**config.mk**
```make
export PLATFORM = sky130hd
export DESIGN_NAME = calc_alu_sequencer
export DESIGN_NICKNAME = d
export VERILOG_FILES = /design/src/rtl/calc_pkg.sv /design/src/rtl/sm_convert.sv /design/src/rtl/calc_alu_sequencer.sv
export SDC_FILE = /design/constraint.sdc
export NUM_CORES = 1
export LEC_CHECK = 0
export ABC_AREA = 1
export CORE_AREA = 2 2 147 149
export CTS_CLUSTER_SIZE = 25
export DETAILED_ROUTE_END_ITERATION = 16
export DIE_AREA = 0 0 149 151
export DONT_BUFFER_PORTS = 1
export GPL_ROUTABILITY_DRIVEN = 0
export GPL_TIMING_DRIVEN = 0
export PLACE_DENSITY = 0.69
export SLEW_MARGIN = 20
export SYNTH_ARGS = -nofsm -noshare
export SYNTH_HDL_FRONTEND = slang
export SYNTH_HIERARCHICAL = 1
export SYNTH_SLANG_ARGS = --single-unit
```
**constraint.sdc**
```tcl
create_clock -name clk -period 8.51 [get_ports clk]
set_clock_uncertainty 0.15 [all_clocks]
set_input_delay 1.702 -clock clk [delete_from_list [all_inputs] [get_ports clk]]
set_output_delay 1.702 -clock clk [all_outputs]
set_load 0.05 [all_outputs]
```
**src/rtl/calc_pkg.sv**
```systemverilog
// Shared definitions for the calculator arithmetic sequencer:
// operator codes, sequencer states and the sign-magnitude limit.
package calc_pkg;

    localparam logic [2:0] OP_ADD = 3'b001;
    localparam logic [2:0] OP_SUB = 3'b010;
    localparam logic [2:0] OP_MUL = 3'b100;

    typedef enum logic [2:0] {
        ST_IDLE,
        ST_LOAD,
        ST_EXEC,
        ST_CONV,
        ST_DONE
    } state_t;

    // Largest magnitude representable in a w-bit sign-magnitude word.
    function automatic longint sm_limit(input int w);
        return (longint'(1) << (w - 1)) - 1;
    endfunction

    localparam int     DEF_WIDTH = 16;
    localparam longint SM_MAX    = sm_limit(DEF_WIDTH);

endpackage

```
**src/rtl/sm_convert.sv**
```systemverilog
// Saturating conversion of a sign plus wide magnitude into a
// WIDTH-bit sign-magnitude word; zero never carries a sign.
module sm_convert
    import calc_pkg::*;
#(
    parameter int WIDTH = 16
) (
    input  logic               sign_i,
    input  logic [2*WIDTH-1:0] mag_i,
    output logic [WIDTH-1:0]   sm_o,
    output logic               ovf_o
);

    localparam logic [2*WIDTH-1:0] LIMIT = (2*WIDTH)'(sm_limit(WIDTH));

    // Clamp oversized magnitudes and suppress negative zero.
    always_comb begin
        sm_o  = '0;
        ovf_o = (mag_i > LIMIT);
        if (mag_i == '0) begin
            sm_o = '0;
        end else if (ovf_o) begin
            sm_o = {sign_i, {(WIDTH-1){1'b1}}};
        end else begin
            sm_o = {sign_i, mag_i[WIDTH-2:0]};
        end
    end

endmodule

```
**src/rtl/calc_alu_sequencer.sv**
```systemverilog
// Multi-cycle add/sub/shift-add-multiply sequencer around one
// shared adder, returning a saturated sign-magnitude result.
module calc_alu_sequencer
    import calc_pkg::*;
#(
    parameter int WIDTH = 16
) (
    input  logic             clk,
    input  logic             nRST,
    input  logic             start,
    input  logic [WIDTH-1:0] op_a,
    input  logic [WIDTH-1:0] op_b,
    input  logic [2:0]       op_sel,
    output logic             busy,
    output logic             done,
    output logic [WIDTH-1:0] result,
    output logic             overflow,
    output logic             err
);

    localparam int AW = 2 * WIDTH;
    localparam int CW = $clog2(WIDTH + 1);

    state_t           state_q, state_d;
    logic [WIDTH-1:0] a_q, a_d, b_q, b_d;
    logic [2:0]       op_q, op_d;
    logic             sign_a_q, sign_a_d, sign_b_q, sign_b_d;
    logic [AW-1:0]    mcand_q, mcand_d, mplier_q, mplier_d;
    logic [AW-1:0]    acc_q, acc_d;
    logic [CW-1:0]    cnt_q, cnt_d;
    logic [WIDTH-1:0] result_q, result_d;
    logic             overflow_q, overflow_d, err_q, err_d;

    logic             legal, is_mul, is_sub;
    logic [AW-1:0]    a_ext, b_ext;
    logic [AW-1:0]    add_x, add_y, add_sum;
    logic             add_cin;
    logic             conv_sign;
    logic [AW-1:0]    conv_mag;
    logic [WIDTH-1:0] conv_sm;
    logic             conv_ovf;

    assign legal  = (op_sel == OP_ADD) || (op_sel == OP_SUB) ||
                    (op_sel == OP_MUL);
    assign is_mul = (op_q == OP_MUL);
    assign is_sub = (op_q == OP_SUB);
    assign a_ext  = {{WIDTH{a_q[WIDTH-1]}}, a_q};
    assign b_ext  = {{WIDTH{b_q[WIDTH-1]}}, b_q};

    // Shared adder: accumulates partial products or forms a+b / a-b.
    always_comb begin
        add_x   = is_mul ? acc_q : a_ext;
        add_y   = '0;
        add_cin = 1'b0;
        if (is_mul) begin
            add_y = mplier_q[0] ? mcand_q : '0;
        end else if (is_sub) begin
            add_y   = ~b_ext;
            add_cin = 1'b1;
        end else begin
            add_y = b_ext;
        end
        add_sum = add_x + add_y + AW'(add_cin);
    end

    // Sign and magnitude of the finished value for the converter.
    always_comb begin
        conv_sign = is_mul ? (sign_a_q ^ sign_b_q) : acc_q[AW-1];
        conv_mag  = acc_q;
        if (!is_mul && acc_q[AW-1]) begin
            conv_mag = ~acc_q + AW'(1);
        end
    end

    sm_convert #(
        .WIDTH (WIDTH)
    ) u_conv (
        .sign_i (conv_sign),
        .mag_i  (conv_mag),
        .sm_o   (conv_sm),
        .ovf_o  (conv_ovf)
    );

    // Next-state and datapath sequencing.
    always_comb begin
        state_d    = state_q;
        a_d        = a_q;
        b_d        = b_q;
        op_d       = op_q;
        sign_a_d   = sign_a_q;
        sign_b_d   = sign_b_q;
        mcand_d    = mcand_q;
        mplier_d   = mplier_q;
        acc_d      = acc_q;
        cnt_d      = cnt_q;
        result_d   = result_q;
        overflow_d = overflow_q;
        err_d      = err_q;
        case (state_q)
            ST_IDLE: begin
                if (start) begin
                    a_d  = op_a;
                    b_d  = op_b;
                    op_d = op_sel;
                    if (legal) begin
                        state_d = ST_LOAD;
                    end else begin
                        state_d    = ST_DONE;
                        err_d      = 1'b1;
                        result_d   = '0;
                        overflow_d = 1'b0;
                    end
                end
            end
            ST_LOAD: begin
                sign_a_d = a_q[WIDTH-1];
                sign_b_d = b_q[WIDTH-1];
                mcand_d  = a_q[WIDTH-1] ? (~a_ext + AW'(1)) : a_ext;
                mplier_d = b_q[WIDTH-1] ? (~b_ext + AW'(1)) : b_ext;
                acc_d    = '0;
                cnt_d    = '0;
                state_d  = ST_EXEC;
            end
            ST_EXEC: begin
                if (!is_mul) begin
                    acc_d   = add_sum;
                    state_d = ST_CONV;
                end else if (cnt_q == CW'(WIDTH)) begin
                    state_d = ST_CONV;
                end else begin
                    acc_d    = add_sum;
                    mcand_d  = mcand_q << 1;
                    mplier_d = mplier_q >> 1;
                    cnt_d    = cnt_q + CW'(1);
                end
            end
            ST_CONV: begin
                result_d   = conv_sm;
                overflow_d = conv_ovf;
                err_d      = 1'b0;
                state_d    = ST_DONE;
            end
            ST_DONE: begin
                state_d = ST_IDLE;
            end
            default: begin
                state_d = ST_IDLE;
            end
        endcase
    end

    // State and datapath registers, cleared by asynchronous reset.
    always_ff @(posedge clk or negedge nRST) begin
        if (!nRST) begin
            state_q    <= ST_IDLE;
            a_q        <= '0;
            b_q        <= '0;
            op_q       <= '0;
            sign_a_q   <= 1'b0;
            sign_b_q   <= 1'b0;
            mcand_q    <= '0;
            mplier_q   <= '0;
            acc_q      <= '0;
            cnt_q      <= '0;
            result_q   <= '0;
            overflow_q <= 1'b0;
            err_q      <= 1'b0;
        end else begin
            state_q    <= state_d;
            a_q        <= a_d;
            b_q        <= b_d;
            op_q       <= op_d;
            sign_a_q   <= sign_a_d;
            sign_b_q   <= sign_b_d;
            mcand_q    <= mcand_d;
            mplier_q   <= mplier_d;
            acc_q      <= acc_d;
            cnt_q      <= cnt_d;
            result_q   <= result_d;
            overflow_q <= overflow_d;
            err_q      <= err_d;
        end
    end

    assign busy     = (state_q != ST_IDLE);
    assign done     = (state_q == ST_DONE);
    assign result   = result_q;
    assign overflow = overflow_q;
    assign err      = err_q;

endmodule

```
==> run metrics <==
status=finished clean; CTS Hold Bufs=0; clk_lat worst skew=approximately 0.44 ns; Setup violations, final=0; Crit. End Element=flip-flop; # clock sinks=approximately 160; RSZ-0062 raised after global routing=no; # fillers=roughly 2100; syn_area_per_cell=around 6.5 sq um; vias in the first global route=10670; FMAX=~0.25 GHz; startpoint types=flip-flop; crit path DAT=between 4 and 5 ns; pre-CTS setup slack=about 4.6 ns; largest net degree at the start of global routing=160; Post-synth EDFFs=0; post-layout worst setup margin=4.487 ns; final period utilization=between 40% and 50%; Worst-Margin Slew=between 0.8 and 0.9 ns; crit-path most repeated cell=nand2_1; GRT Resource Usage Total=30.89%; CP Class=reg2reg; worst-path maximum fanout=10; final setup TNS=0 ns; First DRT Iteration DRCs=roughly 1200; top_reg_cell synth=dfrtp_1; drt drc=0; Post-Synthesis Cells=approximately 1700; Final ANT Viol Nets=0; Yosys reg bits=around 160; CP Data Required Time=just under 9 ns; WL/cell=16.05 um; initial core utilization=54.31%; ANT cells=0; total global routing overflow=0; CTS resizes=0; Clock Tree Root=clkbuf_16; fin nets=1841; Crit-path slowest cell=clkbuf_1; CTS buffer count=17; Syn Nets=about 1800; Rel. slew slack=between 40 and 50%; H-tree depth=4; Die Area=roughly 22000 sq um; flop2flop setup slack=around 4.5 ns; Max-Cap Viols=0; CTS Buffer Depth=2; synthesized cell area=11310 sq um; first-pass GRT wire length=roughly 54000 um; TritonCTS clock tree=built; crit path time final=4.023 ns; final hold vios=0; I/O pin total=just under 60; height of the die=about 150 um; HP Class=reg2reg; Reg clk slew, reported paths=0.07 ns; crit-path cells=nor2_1 -> nand2_1 -> buf_2 -> clkbuf_1 -> a31oi_1 -> fa_1 -> fa_1 -> nand3_1 -> nand3_1 -> nand2_1 -> nand2_1 -> nand2_1 -> nand2_1 -> nand2_1 -> nand3_1 -> nand3_1 -> nand2_1; Max stage delay on crit path=0.55 ns; via count=between 10000 and 15000; # Post-CTS Setup Buffers=0; Via density=~5.4; Seq/Total Area, Yosys=35.18%; first-pass detailed-route iteration total=5; Final Routed Wirelength=around 33000 um; initial antenna violation count=0; I/O Buffers=0; Final Slew Violations=0; synth warn=6; Core Box Area=between 20000 and 25000 sq um; P&R area growth vs syn=8.308%; share of cells above drive strength 1=under 10%; ys async rst share=100.0%; synth unique cells=42; Std-Cell Rows=53; Die X=between 100 and 150 um; DP Wirelength=roughly 26000 um
metal layers:
layer	track usage, %	vias up	wire [um]	share of wire, %
li1	-	5584	-	-
met4	11.81	0	1050	3.2
met3	4.849	59	2188	6.6
met2	51.59	397	15500	47
met5	0	-	0	0
met1	40.58	5147	14210	43
metrics by stage:
stage	instance area (sq um)	hold slack, ns	instances	utilization, %
floorplan	11310	0.2937	1747	-
global placement	11650	0.3112	2022	55.97
detailed placement	11660	0.3145	2022	55.99
CTS	12250	0.3278	2054	58.83
global route	12250	0.3478	2054	58.83
finish	12250	0.3304	2054	58.83
cells in the mapped netlist (2+ instances only):
master	count	area share (%)
nand2_1	543	18
o22ai_1	16	0.89
a21oi_1	88	3.9
o221ai_1	2	0.15
fa_1	2	0.35
nor2_1	152	5.0
buf_4	8	0.53
o211ai_1	8	0.53
o21ai_2	2	0.15
clkbuf_1	19	0.63
dfrtp_1	159	35
ha_1	35	3.9
nor3_2	2	0.18
inv_1	268	8.9
inv_2	8	0.27
o21ai_0	181	8.0
nand2_2	3	0.17
and2_1	3	0.17
a31oi_1	3	0.17
xor2_1	32	2.5
o21bai_1	3	0.20
nor3_1	16	0.71
nand3_1	111	4.9
buf_2	30	1.3
xnor2_1	2	0.15
o31ai_1	11	0.73
o21ai_1	13	0.58
nand4_1	13	0.72
cells by family (layout without fill, tap and decap cells):
group | Yosys count | after routing | synth area share (%)
and+or+nand+nor | 852 | 852 | 30.70
buffers and inverters | 336 | 368 | 11.82
AOI/OAI and AO/OA | 329 | 329 | 15.44
DFF | 159 | 159 | 35.18
adders and majority gates | 37 | 37 | 4.226
xor gates and xnor gates | 34 | 34 | 2.633
worst paths after layout:
path	startpoint	to	cells past startpoint
max in group asynchronous	nRST	mcand_q[11]	0
max	op_q[1]	acc_q[24]	17
min	mplier_q[14]	mplier_q[14]	2
min in group asynchronous	nRST	overflow	0
min reg2reg	mplier_q[14]	mplier_q[14]	2
max reg2reg	op_q[1]	acc_q[24]	17
cells in the final DEF (no fill, tap or decap), types with 3 or more instances in the layout:
master / n
nor2_1: 152
nor3_1: 15
clkbuf_16: 17
o22ai_1: 16
inv_2: 8
ha_1: 35
nand4_1: 13
and2_1: 3
a31oi_1: 3
inv_1: 268
xor2_1: 32
a21oi_1: 88
o21ai_1: 13
nand2_2: 3
buf_2: 30
dfrtp_1: 159
clkbuf_1: 21
o21bai_1: 3
o211ai_1: 8
inv_6: 5
o21ai_0: 181
o31ai_1: 11
nand3_1: 111
buf_4: 8
nor3_2: 3
nand2_1: 543
worst max-delay path: cells and delay by family, from the launching register on:
family	cells	cell delay [ns]
and+or+nand+nor	12	1.22
adders and majority gates	2	1.03
buffers and inverters	2	0.83
DFF	1	0.41
AOI/OAI and AO/OA	1	0.26
state kept, by name (all words and copies together) (netlist names), 3 cells and up:
name and cells:
a_q 16, state_q 3, result 16, op_q 3
b_q 16, mplier_q 32, acc_q 32, mcand_q 32
cnt_q 5
layout make-up:
class / count / area, sq um / share of cell area [%]
Buffer: 59 / 296.5 / 2.421
Clock buffer: 20 / 446.7 / 3.647
Clock inverter: 12 / 143.9 / 1.175
Inverter: 277 / 1040 / 8.488
Tap cell: 275 / 344.1 / 2.809
Multi-Input combinational cell: 1252 / 6000 / 48.98
Sequential cell: 159 / 3979 / 32.48
Power is left out: the tool's default activity adds up to more than one toggle a clock period on the data nets, which glitch-free logic cannot reach.
